==> src/rtl/iq_power_avg_pkg.sv <==
// Width helpers shared by the power averager and the downstream sqrt pipe,
// so the radicand width always matches the averaged power width.
package iq_power_avg_pkg;

    // |x|^2 width for DATA_W-bit signed I/Q (also the sqrt radicand width)
    function automatic int pwr_w(input int d);
        return 2 * d;
    endfunction

    // accumulator width: 2^l sums of pwr_w bits can never overflow
    function automatic int acc_w(input int d, input int l);
        return 2 * d + l;
    endfunction

    // window counter width; one bit minimum so LOG2_LEN=0 stays legal
    function automatic int cnt_w(input int l);
        return (l > 0) ? l : 1;
    endfunction

endpackage

==> src/rtl/iq_power_avg_if.sv <==
// Sample-in / mean-power-out bus of iq_power_avg.
interface iq_power_avg_if
    import iq_power_avg_pkg::*;
#(
    parameter int DATA_W   = 8,
    parameter int LOG2_LEN = 2
);
    logic                           clear;
    logic                           in_valid;
    logic signed [DATA_W-1:0]       i_in;
    logic signed [DATA_W-1:0]       q_in;
    logic [pwr_w(DATA_W)-1:0]       pwr_out;
    logic                           pwr_valid;
    logic [cnt_w(LOG2_LEN)-1:0]     win_cnt;

    modport master (
        output clear, in_valid, i_in, q_in,
        input  pwr_out, pwr_valid, win_cnt
    );

    modport slave (
        input  clear, in_valid, i_in, q_in,
        output pwr_out, pwr_valid, win_cnt
    );
endinterface

==> src/rtl/iq_sq_sum.sv <==
// S1/S2 of the power averager: registered I^2, Q^2, then their unsigned sum.
// clear flushes the in-flight valid bits so partial-window samples are dropped.
module iq_sq_sum
    import iq_power_avg_pkg::*;
#(
    parameter int DATA_W = 8
) (
    input  logic                        clk,
    input  logic                        rst,
    input  logic                        clear,
    input  logic                        in_valid,
    input  logic signed [DATA_W-1:0]    i_in,
    input  logic signed [DATA_W-1:0]    q_in,
    output logic [pwr_w(DATA_W)-1:0]    sum_out,
    output logic                        sum_valid
);
    localparam int PWR_W = pwr_w(DATA_W);
    localparam int SQ_W  = PWR_W - 1;

    logic signed [PWR_W-1:0] i_ext, q_ext, prod_i, prod_q;
    logic [SQ_W-1:0]         sq_i_q, sq_i_d, sq_q_q, sq_q_d;
    logic [PWR_W-1:0]        sum_q, sum_d;
    logic [1:0]              vld_q, vld_d;

    always_comb begin
        i_ext  = PWR_W'(i_in);
        q_ext  = PWR_W'(q_in);
        prod_i = i_ext * i_ext;
        prod_q = q_ext * q_ext;
        // squares are non-negative and at most 2^(2*DATA_W-2): top bit is always 0
        sq_i_d = prod_i[SQ_W-1:0];
        sq_q_d = prod_q[SQ_W-1:0];
        sum_d  = {1'b0, sq_i_q} + {1'b0, sq_q_q};
        vld_d  = {vld_q[0], in_valid};
        if (clear) begin
            vld_d = '0;
        end
    end

    always_ff @(posedge clk) begin
        if (rst) begin
            sq_i_q <= '0;
            sq_q_q <= '0;
            sum_q  <= '0;
            vld_q  <= '0;
        end else begin
            sq_i_q <= sq_i_d;
            sq_q_q <= sq_q_d;
            sum_q  <= sum_d;
            vld_q  <= vld_d;
        end
    end

    assign sum_out   = sum_q;
    assign sum_valid = vld_q[1];

endmodule

==> src/rtl/iq_power_avg.sv <==
// Mean |I+jQ|^2 over windows of 2^LOG2_LEN valid samples; result held between
// windows so a stallable sqrt pipe can sample pwr_out whenever it is ready.
module iq_power_avg
    import iq_power_avg_pkg::*;
#(
    parameter int DATA_W   = 8,
    parameter int LOG2_LEN = 2,
    parameter int ROUND    = 1
) (
    input  logic           clk,
    input  logic           rst,
    iq_power_avg_if.slave  bus
);
    localparam int PWR_W = pwr_w(DATA_W);
    localparam int ACC_W = acc_w(DATA_W, LOG2_LEN);
    localparam int CNT_W = cnt_w(LOG2_LEN);
    localparam int N     = 1 << LOG2_LEN;
    localparam logic [ACC_W-1:0] HALF = (ROUND != 0) ? ACC_W'(N / 2) : '0;
    localparam logic [CNT_W-1:0] LAST = CNT_W'(N - 1);

    logic [PWR_W-1:0] sum;
    logic             sum_valid;

    iq_sq_sum #(.DATA_W(DATA_W)) u_sq_sum (
        .clk      (clk),
        .rst      (rst),
        .clear    (bus.clear),
        .in_valid (bus.in_valid),
        .i_in     (bus.i_in),
        .q_in     (bus.q_in),
        .sum_out  (sum),
        .sum_valid(sum_valid)
    );

    logic [ACC_W-1:0] acc_q, acc_d, total, mean;
    logic [CNT_W-1:0] cnt_q, cnt_d;
    logic [PWR_W-1:0] pwr_q, pwr_d;
    logic             pv_q, pv_d;

    always_comb begin
        acc_d = acc_q;
        cnt_d = cnt_q;
        pwr_d = pwr_q;
        pv_d  = 1'b0;
        total = acc_q + ACC_W'(sum);
        // total + N/2 fits ACC_W and the shifted mean fits PWR_W: no saturation needed
        mean  = (total + HALF) >> LOG2_LEN;
        if (bus.clear) begin
            acc_d = '0;
            cnt_d = '0;
        end else if (sum_valid) begin
            if (cnt_q == LAST) begin
                pwr_d = mean[PWR_W-1:0];
                pv_d  = 1'b1;
                acc_d = '0;
                cnt_d = '0;
            end else begin
                acc_d = total;
                cnt_d = cnt_q + CNT_W'(1);
            end
        end
    end

    always_ff @(posedge clk) begin
        if (rst) begin
            acc_q <= '0;
            cnt_q <= '0;
            pwr_q <= '0;
            pv_q  <= 1'b0;
        end else begin
            acc_q <= acc_d;
            cnt_q <= cnt_d;
            pwr_q <= pwr_d;
            pv_q  <= pv_d;
        end
    end

    assign bus.pwr_out   = pwr_q;
    assign bus.pwr_valid = pv_q;
    // with LOG2_LEN=0 the counter never leaves 0, so this is the required tie-off
    assign bus.win_cnt   = cnt_q;

endmodule
==> src/flat_wrapper.sv <==
// flat-port wrapper written by rule: the top's interface ports become plain ports
module iq_power_avg_flat import iq_power_avg_pkg::*;
#(
    parameter int DATA_W   = 8,
    parameter int LOG2_LEN = 2,
    parameter int ROUND    = 1
)
  (clk, rst, bus_clear, bus_in_valid, bus_i_in, bus_q_in, bus_pwr_out, bus_pwr_valid, bus_win_cnt);
  iq_power_avg_if #(.DATA_W(DATA_W), .LOG2_LEN(LOG2_LEN)) bus_i ();
  input  logic clk;
  input  logic rst;
  input wire logic [$bits(bus_i.clear)-1:0] bus_clear;
  input wire logic [$bits(bus_i.in_valid)-1:0] bus_in_valid;
  input wire logic [$bits(bus_i.i_in)-1:0] bus_i_in;
  input wire logic [$bits(bus_i.q_in)-1:0] bus_q_in;
  output wire logic [$bits(bus_i.pwr_out)-1:0] bus_pwr_out;
  output wire logic [$bits(bus_i.pwr_valid)-1:0] bus_pwr_valid;
  output wire logic [$bits(bus_i.win_cnt)-1:0] bus_win_cnt;
  assign bus_i.clear = bus_clear;
  assign bus_i.in_valid = bus_in_valid;
  assign bus_i.i_in = bus_i_in;
  assign bus_i.q_in = bus_q_in;
  assign bus_pwr_out = bus_i.pwr_out;
  assign bus_pwr_valid = bus_i.pwr_valid;
  assign bus_win_cnt = bus_i.win_cnt;
  iq_power_avg #(.DATA_W(DATA_W), .LOG2_LEN(LOG2_LEN), .ROUND(ROUND)) u_core (.clk(clk), .rst(rst), .bus(bus_i));
endmodule
==> config.mk <==
export PLATFORM = sky130hd
export DESIGN_NAME = iq_power_avg_flat
export DESIGN_NICKNAME = d
export VERILOG_FILES = /design/src/rtl/iq_power_avg_pkg.sv /design/src/rtl/iq_power_avg_if.sv /design/src/rtl/iq_sq_sum.sv /design/src/rtl/iq_power_avg.sv /design/src/flat_wrapper.sv
export SDC_FILE = /design/constraint.sdc
export NUM_CORES = 1
export LEC_CHECK = 0
export BUFFER_PORTS_ARGS = -buffer_cell sky130_fd_sc_hd__buf_4
export CELL_PAD_IN_SITES_DETAIL_PLACEMENT = 0
export CELL_PAD_IN_SITES_GLOBAL_PLACEMENT = 1
export CORE_ASPECT_RATIO = 0.6
export CORE_MARGIN = 4
export CORE_UTILIZATION = 53
export DETAILED_ROUTE_END_ITERATION = 16
export GPL_TIMING_DRIVEN = 0
export PLACE_DENSITY_LB_ADDON = 0.08
export SETUP_SLACK_MARGIN = 0.3
export SLEW_MARGIN = 20
export SYNTH_ARGS = -nofsm -noshare
export SYNTH_HDL_FRONTEND = slang
export SYNTH_SLANG_ARGS = --single-unit
==> constraint.sdc <==
create_clock -name clk -period 6 [get_ports clk]
set_input_delay 0 -clock clk [delete_from_list [all_inputs] [get_ports clk]]
set_output_delay 0 -clock clk [all_outputs]
set_load 0.05 [all_outputs]
==> results.tsv <==
stage	metric	value	unit
global_routing	largest net degree at the start of global routing	13	
synthesis	largest family of logic cells by synthesized area	adder cells	
clock_tree	H-tree depth	3	
global_routing	first-pass GRT wire length	28100	µm
timing	Fin. Hold Viols	0	
synthesis	Seq/Total Area, Yosys	21.0	%
clock_tree	CTS tree	done	
hold_path	worst min-delay path class	in2reg	
die	width of the chip	166	µm
placement	DP Worst Slack	1.30	ns
routing	Post-route DRC	0	
routing	Total Routed Length	16500	µm
die	die area	17000	µm²
synthesis	Yosys reg bits	83	
cells_and_area	# fillers	1307	
global_routing	initial antenna violation count	0	
synthesis	ys async rst share	0	%
synthesis	Compound-Gate Fraction of Synth Area	11.0	%
routing	vias per cell	5.13	
cells_and_area	area occupied by registers	1660	µm²
power_and_ir_drop	Comb pwr share	57.3	%
timing	final setup TNS	0	ns
setup_path	Critical Path RT	6.25	ns
timing	Max Freq	212	MHz
cells_and_area	layout cell share with drive strength beyond 1	7.97	%
power_and_ir_drop	Leakage	4.20	nW
setup_path	Setup crit end kind	flip-flop	
routing	average wire per standard cell	14.3	µm
global_routing	number of global-route vias before repair	5861	
timing	relative slew slack	46.6	%
timing	Slew Limit Fails	0	
routing	ANT nets after route	0	
clock_tree	Root Driver	clkbuf_16	
clock_tree	clock sinks	83	
timing	fraction of the cycle the final worst path needs	78.5	%
power_and_ir_drop	VDD IR-drop max	186	µV
setup_path	slowest cell on the critical path	fa_1	
timing	RSZ-0062 raised after global routing	no	
timing	final setup vio count	0	
die	Core Footprint	14500	µm²
routing	initial DRC count	218	
routing	router iterations before antenna repair	4	
clock_tree	Setup Buffers After CTS	0	
clock_tree	Longest Clk Path Bufs	2	
synthesis	post-synthesis area per instance	8.79	µm²
timing	Final min period	4.71	ns
setup_path	CP max stage delay	0.55	ns
die	effective utilization at floorplan	54.4	%
global_routing	M1 GR Usage	29.1	%
power_and_ir_drop	PD cells	337	nW/µm²
synthesis	Synthesized Nets	1080	
synthesis	Cells after Synth	901	
power_and_ir_drop	Power, Total	2.95	mW
setup_path	critical path peak fanout	8	
synthesis	Post-Synth Simple-Gate Area	17.1	%
setup_path	CP startpoint kind	input port	
hold_path	hold depth	2	
power_and_ir_drop	Sw Ratio	40.8	%
setup_path	crit-path cells	dlygate4sd3_1 > buf_4 > inv_1 > nor2_1 > ha_1 > inv_1 > fa_1 > fa_1 > fa_1 > inv_1 > ha_1 > nor2b_1 > o21ai_0 > a21boi_0 > o21ai_0 > a21oi_1 > o21ai_0 > a21oi_1 > o21a_1 > nor3_1	
power_and_ir_drop	Switch Pwr	1.20	mW
die	io pins	39	
synthesis	xor and xnor area share after synthesis	7.85	%
clock_tree	Clock Latency Late Sink	0.33	ns
synthesis	Mapped Area	7920	µm²
clock_tree	CTS buffer count	9	
placement	detailed-placement wirelength estimate	13800	µm
cells_and_area	footprint of the multi-input gates	5510	µm²
synthesis	prevailing post-synth register cell	dfxtp_1	
routing	via count	5909	
synthesis	Post-synth EDFFs	0	
setup_path	FF-to-FF path depth	11	
setup_path	Setup CP Type	in2reg	
timing	Worst-Margin Slew	0.802	ns
placement	port bufs	35	
job	max cap viols	0	
cells_and_area	Nets	1130	
cells_and_area	antenna cells	0	
synthesis	Synthesis Warnings	0	
global_routing	met3 usage	3.26	%
timing	final worst setup slack	1.29	ns
cells_and_area	Synth-to-Final Area Change	10.7	%
placement	Final GP Congestion	0.833	
synthesis	Adder-Cell Fraction of Synth Area	33.0	%
power_and_ir_drop	Seq pwr share	23.3	%
global_routing	total track usage	20.3	%
power_and_ir_drop	power share of the clock group	19.4	%
die	Die H	103	µm
die	Rows	34	
setup_path	WP data arrival	4.96	ns
global_routing	global routing's busiest layer	met2	
timing	final hold slack	0.0191	ns
global_routing	GR Util met2	32.6	%
synthesis	post-synth cell types	60	
clock_tree	CTS clock-pin slew for the worst setup and hold paths	0.05	ns
global_routing	total gr overflow	0	
power_and_ir_drop	Int Pwr	1.75	mW
synthesis	mux cell area share after synthesis	0.537	%
outcome	status	finished clean	
timing	clock skew	0.00624	ns
layer usage:
| layer | share of wire, % | up-vias |
|---|---|---|
| met5 | 0 | - |
| met4 | 1.1 | 0 |
| met3 | 4.2 | 15 |
| met2 | 43 | 106 |
| met1 | 52 | 2821 |
| li1 | - | 2967 |
what timing repair did:
item	4_1_cts	5_1_grt
gates resized for setup	0	0
hold endpoints to repair	5	0
hold buffers	4	0
state kept, by name, summed over array words and instances, names as in the netlist:
name / count
u_core.bus.pwr_out: 16
u_core.u_sq_sum.sum_out: 16
u_core.u_sq_sum.vld_q: 2
u_core.u_sq_sum.sq_q_q: 14
u_core.bus.win_cnt: 2
u_core.u_sq_sum.sq_i_q: 14
u_core.acc_q: 18
u_core.bus.pwr_valid: 1
layout by cell type (no fill, tap or decap), types with 2 or more instances in the layout:
master,count
a31o_2,3
xnor2_1,48
clkbuf_16,9
a2111oi_0,3
bufinv_16,2
nor2b_1,41
or2_2,5
mux2_2,2
a21o_1,10
inv_1,158
clkbuf_8,4
nand3_1,8
o21bai_1,7
xor2_1,23
o21a_1,2
nor3b_1,5
nand2b_1,9
ha_1,76
mux2i_1,2
nand4_1,2
nand3b_1,3
and2_1,31
a211oi_1,12
dlygate4sd3_1,4
o31ai_1,2
clkbuf_1,25
a221oi_1,2
buf_4,35
o21ai_0,20
nor2_1,78
and3_1,7
o211ai_1,5
dfxtp_1,83
o22ai_1,2
or3_1,4
nand2_1,45
nor3_1,12
a21oi_1,55
fa_1,83
a31oi_1,2
power groups by stage:
stage	Combinational [mW]	Sequential, mW	Clock (mW)
final	1.69	0.687	0.572
after global placement	1.66	0.700	0
after detailed placement	1.71	0.698	0
after floorplan	1.37	0.679	0
after global routing	1.99	0.694	0.601
after CTS	1.72	0.687	0.580
cell usage after synthesis, drive strengths merged (5+ instances only):
cell    instances  area [µm²]
fa             83        1660
inv           159         597
nor3b           5        37.5
dfxtp          83        1660
nand2b          9        56.3
nand2          46         175
a21oi          55         275
and2           32         203
and3            9        62.6
nor2           78         293
a211oi         13         103
clkbuf         27         141
or2             5        31.3
o21ai          21         105
a21o           10        75.1
nor2b          41         257
ha             76         951
o211ai          5        37.5
or3             5        32.5
nand3           9        50.1
xnor2          48         420
o21bai          7        52.6
xor2           23         201
nor3           12        60.1
kinds of logic after synthesis:
group                      after synthesis
AOI/OAI and AO/OA                      137
xor gates and xnor gates                71
adders and majority gates              159
buffers and inverters                  187
DFF                                     83
muxes                                    4
and+or+nand+nor                        260
final timing paths:
check                          endpoint  slack (ns)                startpoint
min reg2reg    u_core.u_sq_sum.vld_q[1]        0.42  u_core.u_sq_sum.vld_q[0]
max          u_core.u_sq_sum.sq_i_q[14]        1.29               bus_i_in[0]
max reg2reg      u_core.bus.pwr_out[15]        2.79           u_core.acc_q[0]
min           u_core.u_sq_sum.sq_q_q[2]        0.02               bus_q_in[1]
final cells by class:
| class | instances | area share (%) |
|---|---|---|
| plain buffers | 28 | 1.74 |
| clock buffers | 11 | 2.65 |
| clock inverters | 3 | 0.742 |
| inverters | 159 | 6.81 |
| multi-input cells | 631 | 62.8 |
| flip-flops and latches | 83 | 19.0 |
| well taps | 198 | 2.83 |
| repair buffers | 39 | 3.45 |
critical path, delay by kind of cell:
| kind | cells | cell delay (ns) |
|---|---|---|
| AO/OA/AOI/OAI | 7 | 1.49 |
| adder cells (fa/ha/maj) | 5 | 2.14 |
| buffers and inverters | 5 | 0.93 |
| AND/OR/NAND/NOR | 3 | 0.37 |
per-stage QoR:
stage | utilization (%) | instance area (µm²) | std cells
floorplan | - | 7920 | 901
CTS | 60.3 | 8770 | 1152
global route | 60.3 | 8770 | 1152
finish | 60.3 | 8770 | 1152
global placement | 57.9 | 8430 | 1134
detailed placement | 57.9 | 8430 | 1134
(Power assumes the default switching activity.)
